===== src/rtl/cim_macro_cal_sequencer.sv =====
// cim_macro_cal_sequencer: runs a CSR-programmed job of N vectors through the
// macro calculation path (SRAM read -> macro compute -> SRAM write-back).
// Optional abort feature guarded by macro CIM_CAL_SEQ_ABORT_EN.
//
// Ports:
//   clk_i, rst_i              clock, asynchronous active-high reset
//   start_i, src_addr_i,      job start pulse and job parameters
//   dst_addr_i, len_i         (sampled only when a start is accepted in IDLE)
//   abort_i                   job abort request (only acted on with the macro)
//   busy_o, done_o,           job status: busy, one-cycle completion pulse,
//   processed_o               number of results written in current/last job
//   sram_*                    SRAM request port (read data one cycle after req)
//   cal_req_o, cal_data_o,    macro compute port; result valid CAL_LATENCY
//   cal_result_i              cycles after the cal_req_o cycle
module cim_macro_cal_sequencer #(
  parameter int SRAM_MEM_ADDR_WIDTH  = 12,
  parameter int SRAM_MEM_DATA_WIDTH  = 64,
  parameter int MACRO_CAL_ADDR_WIDTH = 32,
  parameter int MACRO_CAL_DATA_WIDTH = 32,
  parameter int CAL_LATENCY          = 2
) (
  input  logic                                 clk_i,
  input  logic                                 rst_i,
  input  logic                                 start_i,
  input  logic [SRAM_MEM_ADDR_WIDTH-1:0]       src_addr_i,
  input  logic [SRAM_MEM_ADDR_WIDTH-1:0]       dst_addr_i,
  input  logic [15:0]                          len_i,
  input  logic                                 abort_i,
  output logic                                 busy_o,
  output logic                                 done_o,
  output logic [15:0]                          processed_o,
  output logic                                 sram_req_o,
  output logic                                 sram_we_o,
  output logic [SRAM_MEM_ADDR_WIDTH-1:0]       sram_addr_o,
  output logic [SRAM_MEM_DATA_WIDTH/8-1:0]     sram_be_o,
  output logic [SRAM_MEM_DATA_WIDTH-1:0]       sram_wdata_o,
  input  logic [SRAM_MEM_DATA_WIDTH-1:0]       sram_rdata_i,
  output logic                                 cal_req_o,
  output logic [MACRO_CAL_ADDR_WIDTH-1:0]      cal_data_o,
  input  logic [MACRO_CAL_DATA_WIDTH-1:0]      cal_result_i
);

  localparam int AW  = SRAM_MEM_ADDR_WIDTH;
  localparam int DW  = SRAM_MEM_DATA_WIDTH;
  localparam int MAW = MACRO_CAL_ADDR_WIDTH;
  localparam int MDW = MACRO_CAL_DATA_WIDTH;
  localparam int CW  = $clog2(CAL_LATENCY + 1);
  localparam logic [CW-1:0] WAIT_LAST = CW'(CAL_LATENCY - 1);

  typedef enum logic [2:0] {
    S_IDLE,
    S_RD,
    S_CAL,
    S_WAIT,
    S_WR,
    S_DONE
  } state_t;

  state_t          state_q, state_d;
  logic [AW-1:0]   src_q, src_d;
  logic [AW-1:0]   dst_q, dst_d;
  logic [15:0]     len_q, len_d;
  logic [15:0]     idx_q, idx_d;
  logic [15:0]     proc_q, proc_d;
  logic [CW-1:0]   wcnt_q, wcnt_d;
  logic [MDW-1:0]  res_q, res_d;

  logic [MAW-1:0]  rd_slice;
  logic [DW-1:0]   res_ext;
  logic            abort_hit;

  // Read data to macro input width (slice, or zero-extend if the macro is wider).
  generate
    if (MAW <= DW) begin : g_rd_slice
      assign rd_slice = sram_rdata_i[MAW-1:0];
      if (MAW < DW) begin : g_rd_unused
        logic [DW-MAW-1:0] unused_rdata;
        assign unused_rdata = sram_rdata_i[DW-1:MAW];
      end
    end else begin : g_rd_ext
      assign rd_slice = {{(MAW-DW){1'b0}}, sram_rdata_i};
    end

    // Result to SRAM width (zero-extend or truncate).
    if (MDW >= DW) begin : g_res_trunc
      assign res_ext = res_q[DW-1:0];
      if (MDW > DW) begin : g_res_unused
        logic [MDW-DW-1:0] unused_res;
        assign unused_res = res_q[MDW-1:DW];
      end
    end else begin : g_res_ext
      assign res_ext = {{(DW-MDW){1'b0}}, res_q};
    end
  endgenerate

`ifdef CIM_CAL_SEQ_ABORT_EN
  assign abort_hit = abort_i;
`else
  assign abort_hit = 1'b0;
  logic unused_abort;
  assign unused_abort = abort_i;
`endif

  always_comb begin
    state_d      = state_q;
    src_d        = src_q;
    dst_d        = dst_q;
    len_d        = len_q;
    idx_d        = idx_q;
    proc_d       = proc_q;
    wcnt_d       = wcnt_q;
    res_d        = res_q;
    done_o       = 1'b0;
    sram_req_o   = 1'b0;
    sram_we_o    = 1'b0;
    sram_addr_o  = '0;
    sram_be_o    = '0;
    sram_wdata_o = '0;
    cal_req_o    = 1'b0;
    cal_data_o   = '0;

    case (state_q)
      S_IDLE: begin
        if (start_i) begin
          src_d   = src_addr_i;
          dst_d   = dst_addr_i;
          len_d   = len_i;
          idx_d   = '0;
          proc_d  = '0;
          state_d = (len_i != 16'd0) ? S_RD : S_DONE;
        end
      end
      S_RD: begin
        sram_req_o  = 1'b1;
        sram_addr_o = src_q + AW'(idx_q);  // wraps modulo 2^AW
        state_d     = S_CAL;
      end
      S_CAL: begin
        cal_req_o  = 1'b1;
        cal_data_o = rd_slice;
        wcnt_d     = '0;
        state_d    = S_WAIT;
      end
      S_WAIT: begin
        if (wcnt_q == WAIT_LAST) begin
          res_d   = cal_result_i;
          state_d = S_WR;
        end else begin
          wcnt_d = wcnt_q + 1'b1;
        end
      end
      S_WR: begin
        sram_req_o   = 1'b1;
        sram_we_o    = 1'b1;
        sram_addr_o  = dst_q + AW'(idx_q);
        sram_be_o    = '1;
        sram_wdata_o = res_ext;
        proc_d       = proc_q + 16'd1;
        idx_d        = idx_q + 16'd1;
        // 17-bit compare so len=0xFFFF cannot overflow the index.
        state_d      = (({1'b0, idx_q} + 17'd1) < {1'b0, len_q}) ? S_RD : S_DONE;
      end
      S_DONE: begin
        done_o  = 1'b1;
        state_d = S_IDLE;
      end
      default: state_d = S_IDLE;
    endcase

    // Abort only redirects the next state; this cycle's outputs stand, so a
    // WR in the abort cycle still completes and is counted.
    if (abort_hit && (state_q inside {S_RD, S_CAL, S_WAIT, S_WR})) begin
      state_d = S_DONE;
    end
  end

  assign busy_o      = (state_q != S_IDLE);
  assign processed_o = proc_q;

  always_ff @(posedge clk_i or posedge rst_i) begin
    if (rst_i) begin
      state_q <= S_IDLE;
      src_q   <= '0;
      dst_q   <= '0;
      len_q   <= '0;
      idx_q   <= '0;
      proc_q  <= '0;
      wcnt_q  <= '0;
      res_q   <= '0;
    end else begin
      state_q <= state_d;
      src_q   <= src_d;
      dst_q   <= dst_d;
      len_q   <= len_d;
      idx_q   <= idx_d;
      proc_q  <= proc_d;
      wcnt_q  <= wcnt_d;
      res_q   <= res_d;
    end
  end

endmodule


===== config.mk =====
export PLATFORM = sky130hd
export DESIGN_NAME = cim_macro_cal_sequencer
export DESIGN_NICKNAME = d
export VERILOG_FILES = /design/src/rtl/cim_macro_cal_sequencer.sv
export SDC_FILE = /design/constraint.sdc
export NUM_CORES = 1
export LEC_CHECK = 0
export ABC_AREA = 0
export CAP_MARGIN = 20
export CORE_ASPECT_RATIO = 1.75
export CORE_MARGIN = 2
export CORE_UTILIZATION = 44
export DETAILED_ROUTE_END_ITERATION = 10
export GPL_ROUTABILITY_DRIVEN = 0
export PLACE_DENSITY = 0.93
export REMOVE_ABC_BUFFERS = 1
export SLEW_MARGIN = 20
export SYNTH_ARGS = -nofsm -noshare
export SYNTH_HDL_FRONTEND = slang
export SYNTH_SLANG_ARGS = --single-unit

===== constraint.sdc =====
create_clock -name clk_i -period 4.65 [get_ports clk_i]
set_clock_uncertainty 0.15 [all_clocks]
set_input_delay 0.6975 -clock clk_i [delete_from_list [all_inputs] [get_ports clk_i]]
set_output_delay 0.6975 -clock clk_i [all_outputs]
set_load 0.02 [all_outputs]

==> qor.csv <==
metric,value,unit
Synth-to-Final Area Change,36.8,%
Initial Utilization,44.6,%
Final Cell Area,8960,um2
RSZ-0062 raised after global routing,false,
Avg Synthesized Cell Area,8.80,um2
Fin Hold WS,0.325,ns
part of the power in registers,35.2,%
die width,96.2,um
placed inst area,8660,um2
GRT Overall Usage,20.7,%
io pins,277,
"Req. time, crit path",3.80,ns
vias after detailed routing,5825,
global-route wire length before repair,26.1,mm
Int Power,2.85,mW
Max-Cap Viols,0,
Synth Cell Area,6550,um2
switch share,39.9,%
layout cells sized above 1,7.14,%
Yosys reg bits,109,
full die area,15900,um2
Slew @ Worst Pin,0.930,ns
I/O Buffers,211,
outcome,"finished, final reports clean",
Tmin final,4.48,ns
die height,165,um
Worst Setup End Kind,output port,
Combinational Power Share,49.5,%
initial antenna violation count,0,
peak supply drop,0.257,mV
post-synthesis cell count,744,
post-CTS sizing,0,
GRT overflow,0,
Max Slew Vio Count,0,
leakage power,4.06,nW
clock-pin slew on the worst setup and hold paths,0.07,ns
ant diodes,0,
pin count of the biggest net entering global routing,74,
initial DRC count,457,
Clock power frac,15.2,%
Final ANT Viol Nets,0,
CTS tree,yes,
post-synth cell types,52,
Sink Count,109,
hpwl dp,12.8,mm
Hold Crit Class,flop to flop,
final hold vios,0,
filler instances,1209,
drt drc,0,
H-tree depth,3,
Max Fclk,223,MHz
Pwr Density,529,nW/um2
fin crit share,96.3,%
drt pass-1 iters,5,
hold_buf cts,0,
register area share after synthesis,41.7,%
startpoint types,flop,
Critical Path Fanout Max,21,
"EDFF count, synth",0,
"Net count, final",1104,
async set or reset register ratio after synthesis,100,%
slew margin rel.,37.4,%
WL/cell,14.8,um
CTS Root Cell,clkbuf_16,
Cell Rows,59,
dominant synthesized flop cell,dfrtp_1,
vias per inst,5.19,
vias in the first global route,5698,
arrival time worst endpoint,3.63,ns
CTS max path bufs,2,
Yosys warnings,0,
Psw,1.89,mW
Tot Pwr,4.74,mW
Crit Path Class,flop to output port,
Final setup viols,0,
total wire length,16.6,mm
Core Region,14700,um2
Setup Buffers After CTS,0,
TritonCTS Buffers,9,
clk_lat worst skew,0.35,ns
cells in the mapped netlist, types with 3 or more instances:
cell type | number | area (um2)
nor3_1 | 11 | 55.1
nand3_1 | 15 | 75.1
and2_1 | 69 | 432
o21a_1 | 6 | 45.0
nand2_1 | 165 | 619
nor2_1 | 24 | 90.1
o21bai_1 | 5 | 37.5
mux2_2 | 32 | 360
or3_1 | 3 | 18.8
mux2i_1 | 6 | 60.1
clkbuf_1 | 27 | 101
and3_1 | 6 | 37.5
a211oi_1 | 4 | 30.0
a22o_1 | 3 | 26.3
nand4_1 | 7 | 43.8
nor4_1 | 6 | 37.5
a31oi_1 | 4 | 25.0
o31ai_1 | 6 | 45.0
o22ai_1 | 4 | 25.0
a21oi_1 | 18 | 90.1
dfrtp_1 | 109 | 2730
nand2b_1 | 4 | 25.0
xnor2_1 | 13 | 114
buf_2 | 7 | 35.0
inv_1 | 29 | 109
xor2_1 | 7 | 61.3
buf_4 | 41 | 308
ha_1 | 29 | 363
o21ai_0 | 51 | 255
a21o_1 | 5 | 37.5
cell usage in the layout, fill, tap and decap left out, drive strengths merged, types with 3 or more instances in the layout:
master         synthesis  routed
nor4                   7       7
mux2                  32      32
xor2                   7       7
nand3                 15      15
inv                   29      30
conb                   1      32
nor2                  24      24
o21bai                 5       5
o22ai                  4       4
ha                    29      29
nor3                  11      11
dfrtp                109     109
clkinvlp               0       4
a22o                   3       3
nand2b                 4       4
and2                  69      69
a21oi                 18      18
or3                    3       3
mux2i                  6       6
o21a                   6       6
o31ai                  6       6
nand2                165     165
clkdlybuf4s50          0     208
dlymetal6s2s           0       3
and3                   6       6
o21ai                 51      51
xnor2                 13      13
a211oi                 4       4
nand4                  7       7
clkbuf                27      10
buf                   49      13
a31oi                  4       4
a21o                   5       5
logic make-up after synthesis:
logic type                 after synthesis  share of synthesized area [%]
AOI/OAI and AO/OA                      121                           11.4
xor gates and xnor gates                20                           2.68
adders and majority gates               30                           5.85
buffers and inverters                  105                           8.62
DFF                                    109                           41.7
muxes                                   38                           6.42
other                                    1                         0.0573
and+or+nand+nor                        320                           23.3
worst max-delay path, stage by stage (launching register included):
cell,delay [ns]
dfrtp_1,0.37
or3b_1,0.45
inv_4,0.17
buf_4,0.25
nand2_1,0.07
nand2_1,0.10
ha_1,0.28
or3_1,0.36
a21oi_1,0.19
a21oi_1,0.08
xnor2_1,0.17
nor2_1,0.14
clkdlybuf4s50_1,0.63
metal layers:
metal,track usage (%),wire length (um),vias up
met3,3.86,1270,49
li1,-,-,2803
met5,0,0,-
met2,37.1,8640,255
met1,22.7,6020,2718
met4,10.7,720,0
power by group through the flow:
stage          Combinational (mW)  Clock (mW)  Sequential (mW)
2_1_floorplan                1.45           0             1.67
3_3_place_gp                 2.24           0             1.66
3_5_place_dp                 2.35           0             1.68
4_1_cts                      2.36       0.735             1.67
5_1_grt                      2.60       0.774             1.73
6_report                     2.35       0.723             1.67
sequential cells by signal, summed over array words and instances (netlist names):
register	count
res_q	32
idx_q	16
len_q	16
processed_o	16
dst_q	12
src_q	12
state_q	3
wcnt_q	2
metrics by stage:
step | TNS (ns) | setup WS [ns] | utilization, % | std cells
CTS | 0 | 0.0193 | 60.8 | 1122
global route | 0 | 0.0228 | 61.0 | 1122
finish | 0 | 0.172 | 61.0 | 1122
global placement | 0 | 0.442 | 58.8 | 1105
floorplan | -12.87 | -1.35 | - | 699
detailed placement | 0 | 0.407 | 59.0 | 1106
path summary, 6_finish.rpt:
kind | to | startpoint | cells after the start | slack [ns]
max | sram_addr_o[8] | state_q[0] | 12 | 0.17
min | dst_q[6] | dst_q[6] | 2 | 0.32
max reg2reg | state_q[2] | idx_q[2] | 10 | 1.23
min reg2reg | dst_q[6] | dst_q[6] | 2 | 0.32
max in group asynchronous | idx_q[3] | rst_i | 3 | 2.59
min in group asynchronous | res_q[24] | rst_i | 2 | 0.75
layout make-up:
type | instances | area [um2] | share of cell area [%]
sequential | 109 | 2730 | 30.4
multi-input combinational | 561 | 3380 | 37.8
inverter | 29 | 114 | 1.27
clock buffer | 10 | 229 | 2.56
timing repair buffer | 224 | 2230 | 24.9
tap | 183 | 229 | 2.56
clock inverter | 6 | 47.5 | 0.531
Power figures use the tool's default switching activity.
